[config.mk]
export PLATFORM = sky130hd
export DESIGN_NAME = rtc_seq_writer
export DESIGN_NICKNAME = d
export VERILOG_FILES = /design/src/rtl/rtc_seq_writer.sv
export SDC_FILE = /design/constraint.sdc
export NUM_CORES = 1
export LEC_CHECK = 0
export CAP_MARGIN = 30
export CORE_ASPECT_RATIO = 1.1
export CORE_MARGIN = 2
export CORE_UTILIZATION = 45
export CTS_BUF_LIST = sky130_fd_sc_hd__clkbuf_4 sky130_fd_sc_hd__clkbuf_8 sky130_fd_sc_hd__clkbuf_16
export DETAILED_ROUTE_END_ITERATION = 16
export GPL_TIMING_DRIVEN = 1
export PLACE_DENSITY = 0.79
export SETUP_SLACK_MARGIN = 0.1
export SLEW_MARGIN = 20
export SYNTH_ARGS = -nofsm -noshare
export SYNTH_HDL_FRONTEND = slang
export SYNTH_SLANG_ARGS = --single-unit
[constraint.sdc]
create_clock -name clk -period 5.88 [get_ports clk]
set_clock_uncertainty 0.15 [all_clocks]
set_input_delay 1.176 -clock clk [delete_from_list [all_inputs] [get_ports clk]]
set_output_delay 1.176 -clock clk [all_outputs]
set_load 0.02 [all_outputs]
[src/rtl/rtc_seq_writer.sv]
`default_nettype none
// ============================================================================
// Module   : rtc_seq_writer
// Brief    : Write sequencer for the RTC address/data bus. Snapshots a vector
//            of time/date fields on start, presents address then value for
//            each enabled field, and finishes with a transfer command.
// Revision : 1.0 - initial release
// ============================================================================
module rtc_seq_writer #(
    parameter int                    DATA_W       = 8,
    parameter int                    N_FIELDS     = 6,
    parameter logic [N_FIELDS-1:0]   TIMER_MASK   = 6'b000111,
    parameter logic [DATA_W-1:0]     CMD_ADDR_CLK = 8'hF1,
    parameter logic [DATA_W-1:0]     CMD_ADDR_TMR = 8'hF2,
    parameter logic [DATA_W-1:0]     CMD_DATA     = 8'h01,
    localparam int                   IDX_W        = $clog2(N_FIELDS + 1)
) (
    input  logic                         clk,
    input  logic                         reset,
    input  logic                         start,
    input  logic                         mode,
    input  logic [N_FIELDS*DATA_W-1:0]   addr_vec,
    input  logic [N_FIELDS*DATA_W-1:0]   data_vec,
    input  logic                         addr_phase,
    input  logic                         data_phase,
    input  logic                         advance,
    input  logic                         abort,
    output logic [DATA_W-1:0]            bus_out,
    output logic                         wr_en,
    output logic                         busy,
    output logic                         done,
    output logic                         aborted,
    output logic [IDX_W-1:0]             field_idx
);

    // Index value that denotes the command phase
    localparam logic [IDX_W-1:0] c_cmd_idx = IDX_W'(N_FIELDS);

    typedef enum logic [1:0] {
        S_IDLE  = 2'd0,
        S_FIELD = 2'd1,
        S_CMD   = 2'd2
    } state_t;

    state_t                       state_q,     state_d;
    logic                         mode_q,      mode_d;
    logic [N_FIELDS*DATA_W-1:0]   data_q,      data_d;
    logic [DATA_W-1:0]            bus_out_q,   bus_out_d;
    logic                         wr_en_q,     wr_en_d;
    logic                         busy_q,      busy_d;
    logic                         done_q,      done_d;
    logic                         aborted_q,   aborted_d;
    logic [IDX_W-1:0]             field_idx_q, field_idx_d;

    logic [N_FIELDS-1:0]          w_mask_start;
    logic [N_FIELDS-1:0]          w_mask_run;
    logic [IDX_W-1:0]             w_first_idx;
    logic [IDX_W-1:0]             w_next_idx;
    logic [DATA_W-1:0]            w_cur_addr;
    logic [DATA_W-1:0]            w_cur_data;
    logic [DATA_W-1:0]            w_cmd_addr;

    // Field selection helpers: enabled masks, first/next enabled field, current field bytes
    always_comb begin
        w_mask_start = mode   ? '1 : TIMER_MASK;
        w_mask_run   = mode_q ? '1 : TIMER_MASK;
        w_cmd_addr   = mode_q ? CMD_ADDR_CLK : CMD_ADDR_TMR;
        w_first_idx  = c_cmd_idx;
        w_next_idx   = c_cmd_idx;
        w_cur_addr   = '0;
        w_cur_data   = '0;
        // Descending scan so the lowest qualifying field wins
        for (int i = N_FIELDS - 1; i >= 0; i--) begin
            if (w_mask_start[i]) begin
                w_first_idx = IDX_W'(i);
            end
            if (w_mask_run[i] && (IDX_W'(i) > field_idx_q)) begin
                w_next_idx = IDX_W'(i);
            end
        end
        for (int i = 0; i < N_FIELDS; i++) begin
            if (field_idx_q == IDX_W'(i)) begin
                w_cur_addr = addr_vec[i*DATA_W +: DATA_W];
                w_cur_data = data_q[i*DATA_W +: DATA_W];
            end
        end
    end

    // Next-state and next-output logic; strobe priority abort > addr > data > advance
    always_comb begin
        state_d     = state_q;
        mode_d      = mode_q;
        data_d      = data_q;
        bus_out_d   = bus_out_q;
        wr_en_d     = wr_en_q;
        busy_d      = busy_q;
        done_d      = 1'b0;
        aborted_d   = 1'b0;
        field_idx_d = field_idx_q;

        case (state_q)
            S_IDLE: begin
                wr_en_d = 1'b0;
                busy_d  = 1'b0;
                if (start && !abort) begin
                    data_d      = data_vec;
                    mode_d      = mode;
                    busy_d      = 1'b1;
                    wr_en_d     = 1'b1;
                    field_idx_d = w_first_idx;
                    state_d     = (w_first_idx == c_cmd_idx) ? S_CMD : S_FIELD;
                end
            end
            S_FIELD, S_CMD: begin
                if (abort) begin
                    state_d     = S_IDLE;
                    busy_d      = 1'b0;
                    wr_en_d     = 1'b0;
                    aborted_d   = 1'b1;
                    field_idx_d = '0;
                end else if (addr_phase) begin
                    bus_out_d = (state_q == S_CMD) ? w_cmd_addr : w_cur_addr;
                    wr_en_d   = 1'b1;
                end else if (data_phase) begin
                    bus_out_d = (state_q == S_CMD) ? CMD_DATA : w_cur_data;
                    wr_en_d   = 1'b1;
                end else if (advance) begin
                    // Write enable drops for the first cycle of the new item
                    wr_en_d = 1'b0;
                    if (state_q == S_CMD) begin
                        state_d     = S_IDLE;
                        busy_d      = 1'b0;
                        done_d      = 1'b1;
                        field_idx_d = '0;
                    end else begin
                        field_idx_d = w_next_idx;
                        state_d     = (w_next_idx == c_cmd_idx) ? S_CMD : S_FIELD;
                    end
                end else begin
                    wr_en_d = 1'b1;
                end
            end
            default: begin
                state_d     = S_IDLE;
                busy_d      = 1'b0;
                wr_en_d     = 1'b0;
                field_idx_d = '0;
            end
        endcase
    end

    // State and registered outputs
    always_ff @(posedge clk or posedge reset) begin
        if (reset) begin
            state_q     <= S_IDLE;
            mode_q      <= 1'b0;
            data_q      <= '0;
            bus_out_q   <= '0;
            wr_en_q     <= 1'b0;
            busy_q      <= 1'b0;
            done_q      <= 1'b0;
            aborted_q   <= 1'b0;
            field_idx_q <= '0;
        end else begin
            state_q     <= state_d;
            mode_q      <= mode_d;
            data_q      <= data_d;
            bus_out_q   <= bus_out_d;
            wr_en_q     <= wr_en_d;
            busy_q      <= busy_d;
            done_q      <= done_d;
            aborted_q   <= aborted_d;
            field_idx_q <= field_idx_d;
        end
    end

    assign bus_out   = bus_out_q;
    assign wr_en     = wr_en_q;
    assign busy      = busy_q;
    assign done      = done_q;
    assign aborted   = aborted_q;
    assign field_idx = field_idx_q;

endmodule
`default_nettype wire

==> impl_metrics.json <==
{
  "clock_path_buffers": 2,
  "crit_buf_inv": 1,
  "port_buffers": 118,
  "ir_drop_mv": 0.229,
  "finalNetCount": 506,
  "required_ns": 4.55,
  "max_freq_mhz": 313,
  "drive_above_1_share_pct": 22.8,
  "cts_resized": 0,
  "h-tree-depth": 3,
  "start_util_pct": 46.6,
  "root_buffer": "clkbuf_8",
  "path_cells": "clkdlybuf4s50_1",
  "holdBufCountCts": 0,
  "regToRegEndpoint": "field_idx[0]$_DFFE_PP0P_",
  "grt_max_degree": 67,
  "vias": 2741,
  "tns_ns": 0,
  "hpwl_mm": 6.50,
  "drt_first_iter_violations": 113,
  "rows": 33,
  "rsz0062_at_grt": "no",
  "synth_edf_count": 0,
  "whs_ns": 0.352,
  "drt_drc_violations_left": 0,
  "cp.arrival_ns": 1.87,
  "num_antenna_cells": 0,
  "via_per_inst": 5.40,
  "syn_nets": 391,
  "antenna_found_initial": 0,
  "synth_ff_type": "dfrtp_1",
  "status": "finished, final reports clean",
  "ys_types": 44,
  "grt_pass1_wl_mm": 13.5,
  "yosysSeqAreaShare_pct": 47.4,
  "drt_wl_total_mm": 8.78,
  "async_reset_ff_share_pct": 100,
  "p_leak_nw": 2.00,
  "critPathMaxFanout": 22,
  "grt_usage_pct": 21.3,
  "ioPinCount": 119,
  "clkLatencyLatePin_ns": 0.33,
  "worst_pin_slew_ns": 0.820,
  "powerDensity_nw_per_um2": 416,
  "core_um2": 7470,
  "max-slew-margin-rel_pct": 45.3,
  "min_path_type": "reg -> reg",
  "ys_ff_latch": 66,
  "crit_path_end_kind": "primary output",
  "final.min_clock_period_ns": 3.20,
  "hold_viol_final": 0,
  "cp_top_family": "flip-flops",
  "clk_transition_reported_paths_ns": 0.06,
  "clock_sinks": 66,
  "dr.pass1.iters": 4,
  "grt_overflow": 0,
  "die_x_um": 87.9,
  "finalMaxSlewViolations": 0,
  "crit_path_top_delay_cell": "dfrtp_1",
  "grt_pass1_vias": 2774,
  "die_h_um": 96.3,
  "ys.warnings.count": 0,
  "die_area_um2": 8460,
  "r2r_cells": 4,
  "slowest_delay_ns": 0.80,
  "postCtsSetupBuffers": 0,
  "syn_area_um2": 3480,
  "worstSetupPathType": "reg -> out",
  "area_delta_synth_final_pct": 42.5,
  "numCtsBuffers": 9,
  "period_share_pct": 54.4,
  "gp_congestion": 0.842,
  "wl_per_cell_um": 17.3,
  "r2r-start": "field_idx[1]$_DFFE_PP0P_",
  "holdPathStages": 1,
  "crit_path_start_kind": "flop",
  "cts_tree": "built",
  "hold_end": "data_q[40]$_DFFE_PP0P_",
  "cap_violations": 0,
  "num-fill-cells": 590,
  "min_from": "data_q[40]$_DFFE_PP0P_",
  "setup_viol_count_final": 0,
  "antenna_left": 0,
  "synth_cells": 284,
  "r2r_slack_ns": 3.30,
  "postSynthAreaPerCell_um2": 12.3
}
registers in the layout (all words and copies together) (netlist names):
register	cells
mode_q	1
aborted	1
field_idx	3
busy	1
wr_en	1
data_q	48
bus_out	8
done	1
state_q	2
placed cells by master (no fill, tap or decap), types with 4 or more instances in the layout:
cell type / count
nor3_1: 4
nor2_1: 7
dfrtp_1: 65
mux2_2: 56
inv_1: 8
nor2b_1: 5
nand2b_1: 6
o21ai_0: 8
o211ai_1: 9
mux2i_1: 20
a21oi_1: 7
o221a_2: 5
mux4_2: 6
o221ai_1: 4
clkbuf_8: 11
clkdlybuf4s50_1: 118
nand2_1: 11
synth_stat cells (4+ instances only):
cell type  count  area [um2]
dfrtp_1       66        1650
mux2_2        56         631
mux2i_1       20         200
nand2_1       12        45.0
inv_1          9        33.8
o211ai_1       9        67.6
o21ai_0        8        40.0
a21oi_1        7        35.0
clkbuf_1       7        26.3
nor2_1         7        26.3
mux4_2         6         135
nand2b_1       6        37.5
buf_1          5        18.8
nor2b_1        5        31.3
o221a_2        5        56.3
buf_2          4        20.0
nor3_1         4        20.0
o221ai_1       4        35.0
how the worst max path moves through the flow:
stage | endpoint | start | cells past startpoint
floorplan | aborted$_DFF_PP0_ | reset | 1
global placement | data_q[16]$_DFFE_PP0P_ | abort | 4
detailed placement | bus_out[5]$_DFFE_PP0P_ | abort | 5
CTS | field_idx[1] | field_idx[1]$_DFFE_PP0P_ | 1
global route | field_idx[1] | field_idx[1]$_DFFE_PP0P_ | 1
finish | field_idx[1] | field_idx[1]$_DFFE_PP0P_ | 1
where the power goes:
| group | leakage (nW) | internal (mW) | switching [mW] |
|---|---|---|---|
| logic | 1.12 | 0.513 | 0.410 |
| clock network | 0.0923 | 0.183 | 0.162 |
| registers | 0.796 | 0.671 | 0.125 |
cell type report:
class	instances	area, um2	share of cell area (%)
clock buffers	13	166	3.35
clock inverters	2	12.5	0.252
inverters	10	37.5	0.756
multi-input cells	189	1710	34.4
flip-flops and latches	66	1650	33.3
well taps	105	131	2.65
repair buffers	123	1260	25.3
cells by family after synthesis:
family | share of synthesized area (%)
AO/OA/AOI/OAI | 12.5
adder cells (fa/ha/maj) | 1.36
buffers and inverters | 3.70
flip-flops | 47.4
multiplexers | 27.7
AND/OR/NAND/NOR | 7.36
metrics by stage:
| stage | power [mW] | utilization [%] | cells | worst slack [ns] | instance area (um2) |
|---|---|---|---|---|---|
| final | 2.06 | 66.4 | 508 | 2.68 | 4970 |
| after global routing | 2.19 | 66.4 | 508 | 2.60 | 4970 |
| after CTS | 2.08 | 66.4 | 508 | 2.67 | 4970 |
| after detailed placement | 1.73 | 64.1 | 493 | 2.71 | 4790 |
| after global placement | 1.68 | 63.3 | 491 | 2.55 | 4730 |
| after floorplan | 1.41 | - | 284 | 2.90 | 3480 |
metal layers:
metal  share of wire (%)  GRT usage, %  vias to the layer above
met1                  41          27.0                     1333
met2                  51          35.6                       99
met4                 1.8          9.87                        0
met3                 6.5          3.34                       12
met5                   0             0                        -
li1                    -             -                     1297
Note: power is estimated with default switching activity, not from simulation.
